$ cat src/rtl/bloco_controle.sv
// Control FSM for blocoOperativo: sequences resultado = K*(A+B) + C as X*A + X*B + C, then pulses done.
// Optional BC_STATE_OUT_EN exposes the raw state code on port estado.
module bloco_controle #(
    parameter logic H_ADD   = 1'b0,
    parameter logic H_MUL   = 1'b1,
    parameter int   STATE_W = 3
) (
    input  logic       clk,
    input  logic       rst,
    input  logic       start,
    output logic       LX,
    output logic       LH,
    output logic       LS,
    output logic [1:0] M0,
    output logic [1:0] M1,
    output logic [1:0] M2,
    output logic       H,
    output logic       busy,
    output logic       done
`ifdef BC_STATE_OUT_EN
    ,
    output logic [STATE_W-1:0] estado
`endif
);

    typedef enum logic [STATE_W-1:0] {
        IDLE   = STATE_W'(0),
        LOAD_X = STATE_W'(1),
        MUL_A  = STATE_W'(2),
        MUL_B  = STATE_W'(3),
        ADD_HS = STATE_W'(4),
        ADD_C  = STATE_W'(5),
        DONE   = STATE_W'(6)
    } state_t;

    state_t     state_reg;
    state_t     state_next;

    logic       lx_next;
    logic       lh_next;
    logic       ls_next;
    logic [1:0] m0_next;
    logic [1:0] m1_next;
    logic [1:0] m2_next;
    logic       h_next;
    logic       busy_next;
    logic       done_next;

    // Illegal encodings fall into the default arm and recover to IDLE.
    always_comb begin
        state_next = IDLE;
        case (state_reg)
            IDLE:    state_next = start ? LOAD_X : IDLE;
            LOAD_X:  state_next = MUL_A;
            MUL_A:   state_next = MUL_B;
            MUL_B:   state_next = ADD_HS;
            ADD_HS:  state_next = ADD_C;
            ADD_C:   state_next = DONE;
            DONE:    state_next = IDLE;
            default: state_next = IDLE;
        endcase
    end

    // Outputs are decoded from the upcoming state and then registered, so they
    // line up exactly with the state they belong to.
    always_comb begin
        lx_next   = 1'b0;
        lh_next   = 1'b0;
        ls_next   = 1'b0;
        m0_next   = 2'b00;
        m1_next   = 2'b00;
        m2_next   = 2'b00;
        h_next    = H_ADD;
        busy_next = 1'b1;
        done_next = 1'b0;
        case (state_next)
            LOAD_X: begin
                lx_next = 1'b1;
            end
            MUL_A: begin
                m0_next = 2'b01;
                h_next  = H_MUL;
                lh_next = 1'b1;
            end
            MUL_B: begin
                m0_next = 2'b10;
                h_next  = H_MUL;
                ls_next = 1'b1;
            end
            ADD_HS: begin
                m1_next = 2'b10;
                m2_next = 2'b11;
                ls_next = 1'b1;
            end
            ADD_C: begin
                m0_next = 2'b11;
                m2_next = 2'b10;
                ls_next = 1'b1;
            end
            DONE: begin
                done_next = 1'b1;
            end
            default: begin
                busy_next = 1'b0;
            end
        endcase
    end

    always_ff @(posedge clk) begin
        if (rst) begin
            state_reg <= IDLE;
            LX        <= 1'b0;
            LH        <= 1'b0;
            LS        <= 1'b0;
            M0        <= 2'b00;
            M1        <= 2'b00;
            M2        <= 2'b00;
            H         <= H_ADD;
            busy      <= 1'b0;
            done      <= 1'b0;
        end else begin
            state_reg <= state_next;
            LX        <= lx_next;
            LH        <= lh_next;
            LS        <= ls_next;
            M0        <= m0_next;
            M1        <= m1_next;
            M2        <= m2_next;
            H         <= h_next;
            busy      <= busy_next;
            done      <= done_next;
        end
    end

`ifdef BC_STATE_OUT_EN
    assign estado = state_reg;
`endif

endmodule
$ cat config.mk
export PLATFORM = sky130hd
export DESIGN_NAME = bloco_controle
export DESIGN_NICKNAME = d
export VERILOG_FILES = /design/src/rtl/bloco_controle.sv
export SDC_FILE = /design/constraint.sdc
export NUM_CORES = 1
export LEC_CHECK = 0
export BUFFER_PORTS_ARGS = -buffer_cell sky130_fd_sc_hd__buf_2
export CAP_MARGIN = 25
export CORE_AREA = 2 2 39 41
export DETAILED_ROUTE_END_ITERATION = 12
export DIE_AREA = 0 0 41 43
export PLACE_DENSITY = 0.57
export REMOVE_ABC_BUFFERS = 1
export SKIP_LAST_GASP = 1
export SYNTH_ARGS = -nofsm -noshare
export SYNTH_HDL_FRONTEND = slang
export SYNTH_SLANG_ARGS = --single-unit
$ cat constraint.sdc
create_clock -name clk -period 1.4 [get_ports clk]
set_input_delay 0.07 -clock clk [delete_from_list [all_inputs] [get_ports clk]]
set_output_delay 0.07 -clock clk [all_outputs]
set_load 0.05 [all_outputs]
==> impl_metrics.csv <==
group,metric,value,unit
outcome,outcome,"finished, final reports clean",
cells_and_area,diodes,0,
routing,met2_length,322,um
sta,rsz0062_at_grt,"false",
critical_path,crit_path_top_delay_cell,"dfxtp_1",
floorplanning,ios,15,
yosys,yosysWarnings,0,
floorplanning,die_area,1760,sq um
sta,fin_skew,0.00282,ns
floorplanning,fp.dieW,41,um
clocking,cts-resized-gates,0,
sta,fmax,0.937,GHz
grt,antenna_found_initial,0,
critical_path,worstSetupStartpointType,"flip-flop",
clocking,cts_buffers,3,
pwr,internal-power,549,uW
routing,wl_met1,302,um
placed_design,port-buffer-count,13,
critical_path,end_kind,"flip-flop",
critical_path,cp_data_required_time,1.55,ns
clocking,path_clk_slew,0.08,ns
sta,setup_slack,0.333,ns
pwr,p_comb_share,19.1,%
cells_and_area,final_cell_area,532,sq um
sta,setup-tns-final,0,ns
cells_and_area,fin_nets,57,
clocking,insertion_delay,0.27,ns
clocking,htreeDepth,1,
grt,grt_pass1_wl,1100,um
yosys,synth.ff_latch_count,13,
floorplanning,initial_core_util,33.0,%
clocking,cts.hold.buffers_added,0,
pwr,swShare,31.3,%
cells_and_area,largest_register_ffs,3,
grt,grt_overflow_total,0,
grt,grt_use_total,9.98,%
routing,drt_wl_total,693,um
sta,period_needed,1.07,ns
routing,drc_errors,0,
pwr,p_sw,251,uW
clocking,post_cts_buffers,0,
critical_path,crit_path_max_fanout,9,
clocking,clk_path_buf_depth,2,
pwr,ir_worst_vdd,477,uV
critical_path,cp.arrival,1.22,ns
run,maxCapViolations,0,
grt,grt_pass1_vias,270,
routing,dr.first_iter.drc_count,1,
routing,vias_per_cell,4.41,
yosys,synth_area_leaders,"dfxtp_1, o22ai_1, nor4b_4",
yosys,ys_types,17,
floorplanning,rows,14,
routing,wl_per_cell,10.0,um
yosys,avgSynthCellArea,11.1,sq um
clocking,cts_tree,"built",
sta,hold_viol,0,
yosys,netlist_instances,41,
yosys,syn_area,457,sq um
clocking,root_buffer,"clkbuf_4",
sta,fin_crit_sh,76.2,%
routing,dr.pass1.iters,2,
cells_and_area,drive_gt1_share,34.0,%
pwr,p_leak,0.000230,uW
routing,drtAntennaViolNets,0,
sta,finalSetupViolCount,0,
pwr,power_density,1500,nW/um^2
routing,highest_layer,"met4",
yosys,synth_top_cell_by_area,"dfxtp_1",
pwr,power_frac_clock,28.6,%
yosys,ys_seq_area_share,57.0,%
floorplanning,core,1380,sq um
placed_design,dp_slack,0.359,ns
yosys,synth_top_cell_area_share,57.0,%
pwr,p_seq_share,52.3,%
clocking,clock-sinks,13,
routing,wl_met3,35,um
critical_path,crit_family,"flip-flops",
cells_and_area,fin_util,38.4,%
worst_hold_path,hp-class,"in2reg",
placed_design,post-dp-hpwl,484,um
critical_path,path_buf_inv,0,
placed_design,gp_congestion,0.682,
cells_and_area,area_delta_synth_final,16.4,%
sta,slew_violations,0,
grt,grt_max_degree,11,
placed_design,placedInstanceArea,505,sq um
cells_and_area,final_cell_mix,"dfxtp_1, buf_2, o22ai_1, nor3_1",
floorplanning,die_h,43,um
critical_path,cp_cell_sequence,"nand2b_1 -> o22ai_1",
routing,vias,304,
critical_path,slowest_delay,0.55,ns
critical_path,crit_type,"reg2reg",
-- per-layer routing --
metal / global-route usage [%] / vias up
li1: - / 161
met1: 11.4 / 130
met2: 12.5 / 9
met3: 3.14 / 4
met4: 12.0 / 0
met5: 0 / -
-- power groups by stage --
stage,Sequential [uW],Combinational [uW],Clock [uW]
floorplan,495,52.6,0
global placement,426,153,0
detailed placement,427,153,0
CTS,418,154,237
global route,423,164,246
finish,418,153,229
-- synth_stat cells --
master and instances:
buf_4 2, buf_2 2, nor3_1 4, or2_1 1, a21oi_1 1, nand2b_1 3, inv_1 1, nor2_1 2
a211oi_2 1, a221oi_1 1, dfxtp_1 13, conb_1 1, buf_6 1, xnor2_1 2, or2b_1 1, o22ai_1 4
nor4b_4 1
-- logic make-up (layout without fill, tap and decap cells) --
family	after synthesis	after routing	synth area share (%)
xor+xnor	2	2	3.84
compound gates	7	7	11.2
simple gates	12	12	18.4
flops	13	13	57.0
buf+inv	6	18	8.77
other cells	1	1	0.821
-- final timing paths --
| check | from | endpoint | slack [ns] | cells after the start |
|---|---|---|---|---|
| setup / recovery | state_reg[2] | M2[1] | 0.33 | 2 |
| hold / removal | rst | M0[0] | 0.06 | 2 |
| setup reg to reg | state_reg[2] | M2[1] | 0.33 | 2 |
| hold reg to reg | state_reg[0] | busy | 0.55 | 2 |
-- metrics by stage --
| stage | hold slack (ns) | power (uW) | cells |
|---|---|---|---|
| global placement | 0.341 | 580 | 65 |
| global route | 0.0585 | 833 | 69 |
| floorplan | 0.147 | 548 | 36 |
| finish | 0.0554 | 800 | 69 |
| detailed placement | 0.342 | 580 | 65 |
| CTS | 0.0434 | 809 | 69 |
-- area by class of cell --
type | instances | area (sq um)
fillers | 133 | 852
flip-flops and latches | 13 | 260
multi-input cells | 22 | 156
repair buffers | 13 | 65.1
clock buffers | 4 | 26.3
well taps | 16 | 20.0
inverters | 1 | 3.75
No activity file was read; power rests on OpenSTA's default activity.
